===== src/rtl/score_packer.sv =====
// Collects NUM_CLASSES signed scores into one packed frame and holds it until downstream takes it.
// Define SCORE_PACKER_RUNMAX_EN to also track the frame's argmax on Index while scores arrive.
module score_packer #(
    parameter int NUM_CLASSES = 10,
    parameter int WIDTH       = 26
) (
    input  logic                         clk,
    input  logic                         GlobalReset,
    input  logic                         in_valid,
    output logic                         in_ready,
    input  logic [WIDTH-1:0]             in_score,
    input  logic                         flush,
    output logic                         out_valid,
    input  logic                         out_ready,
    output logic [NUM_CLASSES*WIDTH-1:0] Num,
    output logic [3:0]                   Index
);

    localparam int CW = (NUM_CLASSES > 1) ? $clog2(NUM_CLASSES) : 1;
    localparam logic [CW-1:0] LAST = CW'(NUM_CLASSES - 1);

    localparam logic FILL = 1'b0;
    localparam logic FULL = 1'b1;

    logic                         state_q, state_d;
    logic [CW-1:0]                count_q, count_d;
    logic [NUM_CLASSES*WIDTH-1:0] num_q, num_d;
    logic                         accept;

    assign in_ready  = (state_q == FILL);
    assign out_valid = (state_q == FULL);
    assign Num       = num_q;
    assign accept    = in_valid && in_ready && !flush;

    always_comb begin
        state_d = state_q;
        count_d = count_q;
        num_d   = num_q;
        if (flush) begin
            state_d = FILL;
            count_d = '0;
        end else if (state_q == FILL) begin
            if (accept) begin
                for (int k = 0; k < NUM_CLASSES; k++) begin
                    if (count_q == CW'(k)) num_d[k*WIDTH +: WIDTH] = in_score;
                end
                if (count_q == LAST) begin
                    state_d = FULL;
                    count_d = '0;
                end else begin
                    count_d = count_q + 1'b1;
                end
            end
        end else if (out_ready) begin
            state_d = FILL;
            count_d = '0;
        end
    end

    always_ff @(posedge clk) begin
        if (GlobalReset) begin
            state_q <= FILL;
            count_q <= '0;
            num_q   <= '0;
        end else begin
            state_q <= state_d;
            count_q <= count_d;
            num_q   <= num_d;
        end
    end

`ifdef SCORE_PACKER_RUNMAX_EN
    logic [WIDTH-1:0] best_q, best_d;
    logic [3:0]       idx_q, idx_d;

    // Strict greater-than so ties keep the lower slot; slot 0 always seeds the search.
    always_comb begin
        best_d = best_q;
        idx_d  = idx_q;
        if (accept && ((count_q == '0) || ($signed(in_score) > $signed(best_q)))) begin
            best_d = in_score;
            idx_d  = 4'(count_q);
        end
    end

    always_ff @(posedge clk) begin
        if (GlobalReset) begin
            best_q <= '0;
            idx_q  <= '0;
        end else begin
            best_q <= best_d;
            idx_q  <= idx_d;
        end
    end

    assign Index = idx_q;
`else
    assign Index = '0;
`endif

endmodule


===== config.mk =====
export PLATFORM = sky130hd
export DESIGN_NAME = score_packer
export DESIGN_NICKNAME = d
export VERILOG_FILES = /design/src/rtl/score_packer.sv
export SDC_FILE = /design/constraint.sdc
export NUM_CORES = 1
export LEC_CHECK = 0
export ABC_CLOCK_PERIOD_IN_PS = 1900
export BUFFER_PORTS_ARGS = -buffer_cell sky130_fd_sc_hd__buf_4
export CORE_MARGIN = 3
export CORE_UTILIZATION = 47
export CTS_BUF_LIST = sky130_fd_sc_hd__clkbuf_8
export DETAILED_ROUTE_END_ITERATION = 6
export PLACE_DENSITY_LB_ADDON = 0.25
export SLEW_MARGIN = 20
export SYNTH_ARGS = -nofsm -noshare
export SYNTH_HDL_FRONTEND = slang
export SYNTH_SLANG_ARGS = --single-unit

===== constraint.sdc =====
create_clock -name clk -period 1.9 [get_ports clk]
set_input_delay 0.38 -clock clk [delete_from_list [all_inputs] [get_ports clk]]
set_output_delay 0.38 -clock clk [all_outputs]
set_load 0.03 [all_outputs]

==> metrics.txt, run 1 <==
status finished clean; final hold slack 0.118 ns; crit path max fanout 6; pwr dens 837 nW/um2; Clock Latency Late Sink 0.53 ns; WL final 39100 um; Core Region 21400 um2; RePlAce Congestion 0.830; Detailed Routing Iterations Pass 1 5; CTS sink count 265; relative slew slack 60.3%; switching portion of total power 25.5%; first-pass GRT wire length 58200 um; die area 24000 um2; synthesized netlist cell count 1271; RSZ-0062 raised after global routing false; fin crit period 1.78 ns; Synth Cell Area 10400 um2; ANT nets after route 0; worst IR drop on VDD 0.540 mV; commonest cells after routing, fill and taps aside buf_4 (322), dfxtp_1 (264), a21oi_1 (264), o21ai_0 (259), nand3_1 (209); fin crit share 93.7%; largest net degree at the start of global routing 105; Internal Power 0.00853 W; max-cap violation count 0; Longest Clk Path Bufs 3; wire length per cell 21.9 um; Root Buffer clkbuf_8; Max Clock Freq 562 MHz; fill count 1839; Largest delay share family, worst path buffers and inverters; CTS H-tree depth 2; Reg clk slew, reported paths 0.06 ns; final core utilization 63.9%; Leakage 5.18 nW; ANT cells 0; GRT Residual Overflow 0; total negative setup slack 0 ns; Worst-Margin Slew 0.595 ns; CTS Buf Count 44; nets@finish 1510; Combinational Power Share 7.5%; commonest non-fill, non-tap cell in the layout buf_4; Syn. warnings 0; # IOs 297; PortBufs 292; TritonCTS clock tree done; Die X 155 um; routed via count 11000; Layout area overhead 31.4%; Unique masters post-synth 39; DP HPWL 23300 um; row cnt 53; Startpoint Class flop; initial antenna violation count 0; final hold vios 0; Die Y-Extent 155 um; Critical Path RT 1.52 ns; sequential-to-total area share from yosys stat 50.9%; final setup fails 0; fraction of layout cells with a size suffix above 1 27.6%; Total GRT Usage 30.6%; number of global-route vias before repair 9843; WS Path Type reg2out; worst hold path class in2reg; Initial Util 48.6%; skew final 0.0149 ns; Seq pwr share 49.0%; CP bufs+invs 3; syn_area_per_cell 8.20 um2; setup bufs post-CTS 0; CP max-delay cell dfxtp_1; Via density 6.14; Psw 0.00293 W; critical path capture point type output port; WP data arrival 1.40 ns; Slew Limit Fails 0; FF+latch count, synth 265; Iter 0 DRT Violations 1214; max incr delay on CP 0.41 ns; Top cell by count, worst path buf_4; Clock Power Share 43.5%; drt drc 0; crit-path cells buf_4 > inv_1 > buf_4
## power by group through the flow
stage / clock network (W) / logic [W] / registers (W)
detailed placement: 0 / 0.000832 / 0.00574
CTS: 0.00504 / 0.000833 / 0.00562
global route: 0.00532 / 0.000884 / 0.00562
finish: 0.00499 / 0.000854 / 0.00562
global placement: 0 / 0.000831 / 0.00574
floorplan: 0 / 0.000401 / 0.00580
## cells by family after synthesis
kind of cell	Yosys count	share of synthesized area, %
buffers and inverters	182	7.33
AO/OA/AOI/OAI	532	25.7
flip-flops	265	50.9
multiplexers	1	0.108
AND/OR/NAND/NOR	290	15.9
other	1	0.0360
## worst register-to-register path, cell delays in order, from the launching register on
cell and delay [ns]:
dfxtp_1 0.36, buf_4 0.18, or3b_2 0.72, o21ai_0 0.28, a21oi_1 0.09
## worst paths after layout
kind                                end  cells past startpoint               startpoint  slack (ns)
setup / recovery               in_ready                      3     out_valid$_SDFF_PP0_        0.12
hold / removal     out_valid$_SDFF_PP0_                      2                    flush        0.12
setup reg to reg   Num[44]$_SDFFE_PP0P_                      4  count_q[1]$_SDFFE_PP0P_        0.13
hold reg to reg   Num[233]$_SDFFE_PP0P_                      2    Num[233]$_SDFFE_PP0P_        0.47
## area by class of cell
type | instances | area, um2 | area share, %
Sequential cell | 265 | 5310 | 38.8
Multi-Input combinational cell | 827 | 4420 | 32.3
Timing Repair Buffer | 338 | 2730 | 19.9
Clock buffer | 55 | 757 | 5.53
Tap cell | 275 | 344 | 2.51
Clock inverter | 24 | 123 | 0.896
Inverter | 3 | 11.3 | 0.0822
## registers in the layout (all words and copies together), names as in the netlist
| signal | cells |
|---|---|
| out_valid | 1 |
| Num | 260 |
| count_q | 4 |
## cell usage after synthesis, drive strengths merged
master / n / area share, %
nand3b: 2 / 0.14
nor4b: 2 / 0.37
nor4bb: 2 / 0.19
nor2b: 1 / 0.060
nor3b: 5 / 0.55
nand4: 52 / 3.1
and2: 1 / 0.060
a211o: 2 / 0.17
inv: 3 / 0.11
mux2: 1 / 0.11
o21ai: 262 / 13
or3: 2 / 0.12
nand2: 2 / 0.072
or4b: 2 / 0.23
nor3: 1 / 0.096
a21o: 1 / 0.072
and4b: 1 / 0.096
o22ai: 1 / 0.060
or3b: 4 / 0.34
buf: 48 / 2.5
o2111ai: 1 / 0.084
or4: 1 / 0.072
conb: 1 / 0.036
nand4b: 1 / 0.084
dfxtp: 265 / 51
clkbuf: 131 / 4.7
nand4bb: 2 / 0.22
nand3: 209 / 10
a2111oi: 1 / 0.084
a21oi: 264 / 13
## layer usage
layer	part of all wire, %	vias up	GRT usage (%)	routed length, um
li1	-	4981	-	-
met1	39	5188	43.6	15400
met2	44	688	43.5	17200
met3	12	107	7.76	4880
met4	4.3	0	13.8	1690
met5	0	-	0	0
## timing repair
action / in CTS / in global routing
gates resized for setup: 0 / 1
hold buffers: 0 / 0
setup endpoints to repair: 0 / 1
## metrics by stage
step           setup slack (ns)  total power (W)  cell area, um2  std cells
6_report                  0.120           0.0115           13700       1787
5_1_grt                  0.0107           0.0118           13700       1787
4_1_cts                  0.0889           0.0115           13700       1787
3_5_place_dp              0.145          0.00657           12800       1708
3_3_place_gp              0.176          0.00657           12800       1708
2_1_floorplan            0.0911          0.00620           10400       1274
Power figures use the tool's default switching activity.
==> run 2, diff against run 1 <==
Settings changed: ABC_CLOCK_PERIOD_IN_PS 1900 to 1800, CTS_BUF_LIST sky130_fd_sc_hd__clkbuf_8 to sky130_fd_sc_hd__clkbuf_8 sky130_fd_sc_hd__clkbuf_16.
Clock period 1.9 ns to 1.8 ns, I/O delays scaled along.
==> metrics.txt, run 2 (synthesized netlist as in run 1, its figures left out) <==
Root Buffer clkbuf_16; first-pass GRT wire length 57600 um; crit path max fanout 93; fin crit period 1.72 ns; critical path capture point type flop; Startpoint Class flop; final setup fails 0; Iter 0 DRT Violations 1259; row cnt 53; Final Non-Filler Cells 1752; Largest register FFs 260; worst IR drop on VDD 0.591 mV; Placed Area 12800 um2; WL final 39000 um; Final Instance Area 13700 um2; WS Path Type reg2reg; Multi-input gate area 4430 um2; CTS sink count 265; initial antenna violation count 0; Layout area overhead 31.7%; Initial Util 48.6%; Power, Total 0.0126 W; nets@finish 1489; commonest non-fill, non-tap cell in the layout buf_4; ANT cells 0; largest net degree at the start of global routing 149; final hold vios 0; Die X 155 um; fin crit share 95.5%; TritonCTS clock tree done; pre-CTS worst setup slack 0.0199 ns; max-cap violation count 0; fraction of layout cells with a size suffix above 1 27.1%; cells on worst reg2reg path 4; die area 24000 um2; CTS H-tree depth 1; WP data arrival 2.10 ns; Worst-Margin Slew 0.742 ns; CTS Buf Count 27; routed via count 10800; Cells on Worst Hold Path 2; ANT nets after route 0; Critical Path RT 2.18 ns; Longest Clk Path Bufs 3; fill count 1859; commonest cells after routing, fill and taps aside buf_4 (317), a21oi_1 (264), dfxtp_1 (262), o21ai_0 (257), nand3_1 (209); skew final 0.00928 ns; total negative setup slack 0 ns; final worst setup slack 0.0817 ns; wire length per cell 22.3 um; Via density 6.14; # IOs 297; PortBufs 292; Slew Limit Fails 0; Post-Place Cells 1704; Detailed Routing Iterations Pass 1 5; RePlAce Congestion 0.806; Post-CTS Hold Buffers 0; drt drc 0; Seq. cell area 5310 um2; Die Y-Extent 155 um; Max Clock Freq 582 MHz; RSZ-0062 raised after global routing false; Leakage 5.11 nW; Clock Latency Late Sink 0.53 ns; relative slew slack 50.6%; worst hold path class in2reg; GRT Residual Overflow 0; DP HPWL 23100 um; Reg clk slew, reported paths 0.06 ns; status finished clean; Total GRT Usage 30.2%; Core Region 21400 um2; pwr dens 918 nW/um2; number of global-route vias before repair 9407
## run 2: cell types whose count changed in the layout (fill, tap and decap cells not counted), moves of 5 or more
cell | previous run | this run
buf_4 | 322 | 317
clkbuf_16 | 0 | 27
inv_1 | 20 | 5
clkbuf_8 | 56 | 7
## run 2: layout make-up
| type | count | share of cell area (%) |
|---|---|---|
| clock buffer | 33 | 5.53 |
| inverter | 3 | 0.0821 |
| clock inverter | 15 | 1.11 |
| sequential | 265 | 38.7 |
| timing repair buffer | 334 | 19.8 |
| tap | 275 | 2.51 |
| multi-input combinational | 827 | 32.3 |
## run 2: through the flow
step / hold WS (ns) / util, %
detailed placement: 0.468 / 59.8
finish: 0.0936 / 64.1
global route: 0.0828 / 64.1
global placement: 0.457 / 59.8
CTS: 0.0769 / 64.0
floorplan: 0.536 / -
## run 2: power by group
group	leakage [nW]	total [W]	switching [W]	internal [W]
Sequential	2.14	0.00593	0.0000242	0.00590
Clock	0.466	0.00576	0.00236	0.00340
Combinational	2.50	0.000900	0.000688	0.000213
Total	5.11	0.0126	0.00307	0.00952
## run 2: worst max-delay path, cell delays in order, from the launching register on
cell and delay, ns:
dfxtp_2 0.39, or4b_4 0.58, buf_12 0.23, o21ai_0 0.23, a21oi_1 0.10
## run 2: path summary, 6_finish.rpt
kind	start	endpoint	slack [ns]
setup / recovery	out_valid$_SDFF_PP0_	Num[99]$_SDFFE_PP0P_	0.08
hold / removal	flush	out_valid$_SDFF_PP0_	0.09
setup reg to reg	out_valid$_SDFF_PP0_	Num[99]$_SDFFE_PP0P_	0.08
hold reg to reg	Num[144]$_SDFFE_PP0P_	Num[144]$_SDFFE_PP0P_	0.48
## run 2: repair_timing
item / 4_1_cts / 5_1_grt
endpoints found under the setup margin: 0 / 71
buffers inserted: 0 / 0
hold endpoints to repair: 0 / 0
gates resized for setup: 0 / 6
## run 2: metal layers
layer | vias to the layer above | track usage [%] | share of wire, %
met1 | 5139 | 43.8 | 40
met5 | - | 0 | 0
met2 | 616 | 45.2 | 45
met4 | 0 | 9.08 | 2.8
met3 | 74 | 6.62 | 12
li1 | 4936 | - | -
==> run 3, diff against run 2 <==
Settings changed: ABC_CLOCK_PERIOD_IN_PS 1800 to 2000.
Clock period 1.8 ns to 2 ns, I/O delays scaled along.
==> metrics.txt, run 3 (synthesized netlist as in run 1, its figures left out) <==
Multi-input gate area 4420 um2; TritonCTS clock tree done; die area 24000 um2; HP Start flush; M3 GR Usage 7.15%; Final Instance Area 13700 um2; WS Path Type reg2reg; Die Y-Extent 155 um; Worst Setup SP count_q[1]$_SDFFE_PP0P_; met2 Usage GRT 46.0%; CTS sink count 265; commonest non-fill, non-tap cell in the layout buf_4; final worst setup slack 0.163 ns; Core Region 21400 um2; Slew Limit Fails 0; pre-CTS worst setup slack 0.0801 ns; Via density 6.16; ANT cells 0; Internal Power 0.00870 W; fraction of layout cells with a size suffix above 1 26.9%; Reg clk slew, reported paths 0.06 ns; Worst-Margin Slew 0.628 ns; met1 Usage GRT 42.5%; ANT nets after route 0; Longest Clk Path Bufs 3; wire length per cell 22.3 um; Root Buffer clkbuf_16; Combinational Power Share 7.0%; drt drc 0; # IOs 297; Max Clock Freq 544 MHz; GRT Residual Overflow 0; setup bufs post-CTS 0; max-cap violation count 0; nets@finish 1491; Iter 0 DRT Violations 1280; CTS Buf Count 28; largest net degree at the start of global routing 110; row cnt 53; CTS-repair resized insts 0; number of global-route vias before repair 9703; busiest grt layer met2; Leakage 5.12 nW; Clock Latency Late Sink 0.53 ns; skew final 0.00974 ns; WL final 39200 um; Total GRT Usage 30.4%; CTS H-tree depth 1; fin crit period 1.84 ns; Psw 0.00275 W; RSZ-0062 raised after global routing false; Placed Area 12700 um2; PortBufs 292; worst IR drop on VDD 0.498 mV; Power, Total 0.0114 W; crit path max fanout 26; total negative setup slack 0 ns; final hold vios 0; initial antenna violation count 0; switching portion of total power 24.0%; reg2reg start count_q[1]$_SDFFE_PP0P_; Seq. cell area 5310 um2; fin crit share 91.8%; first-pass GRT wire length 58200 um; Die X 155 um; fill count 1875; final core utilization 63.9%; Seq pwr share 46.6%; routed via count 10800; commonest cells after routing, fill and taps aside buf_4 (324), dfxtp_1 (264), a21oi_1 (264), o21ai_0 (259), nand3_1 (209); Post-CTS Hold Buffers 0; Startpoint Class flop; DP HPWL 23300 um; pwr dens 836 nW/um2; Layout area overhead 31.3%; Initial Util 48.6%; Clock Power Share 46.4%; RePlAce Congestion 0.830; Critical Path RT 2.39 ns; critical path capture point type flop; Detailed Routing Iterations Pass 1 6; relative slew slack 58.1%; worst hold path class in2reg; WP data arrival 2.23 ns; Largest register FFs 260; status finished clean; final setup fails 0
run 3: cell count changes in the layout (fill, tap and decap cells not counted), sizes merged:
cell,change
buf,+1
bufinv,-1
clkbuf,+5
clkinv,-3
clkinvlp,-1
inv,+3
run 3: area by class of cell:
type	instances	area share, %
flip-flops and latches	265	38.8
clock inverters	13	0.786
inverters	3	0.0823
well taps	275	2.51
clock buffers	38	6.21
repair buffers	335	19.3
multi-input cells	827	32.3
run 3: final timing paths:
check / endpoint / slack [ns] / cells after the start
worst max-delay path: Num[34]$_SDFFE_PP0P_ / 0.16 / 4
worst min-delay path: out_valid$_SDFF_PP0_ / 0.14 / 2
worst max register to register: Num[34]$_SDFFE_PP0P_ / 0.16 / 4
worst min register to register: Num[251]$_SDFFE_PP0P_ / 0.48 / 2
run 3: power groups by stage:
stage	Combinational (W)	Sequential [W]	Clock (W)
2_1_floorplan	0.000381	0.00551	0
3_3_place_gp	0.000781	0.00545	0
3_5_place_dp	0.000781	0.00545	0
4_1_cts	0.000782	0.00533	0.00536
5_1_grt	0.000831	0.00534	0.00557
6_report	0.000804	0.00534	0.00530
run 3: metrics by stage:
step / cells / hold slack [ns]
floorplan: 1274 / 0.576
global placement: 1705 / 0.457
detailed placement: 1705 / 0.467
CTS: 1756 / 0.115
global route: 1756 / 0.130
finish: 1756 / 0.139
run 3: routing by layer:
metal / part of all wire (%) / routed length (um)
met5: 0 / 0
met4: 3.7 / 1460
met3: 12 / 4700
met2: 45 / 17600
met1: 39 / 15400
run 3: worst max-delay path, cell delays in order, from the launching register on:
cell and delay, ns:
dfxtp_1 0.38, buf_4 0.20, or3b_2 0.73, o21ai_0 0.28, a21oi_1 0.09
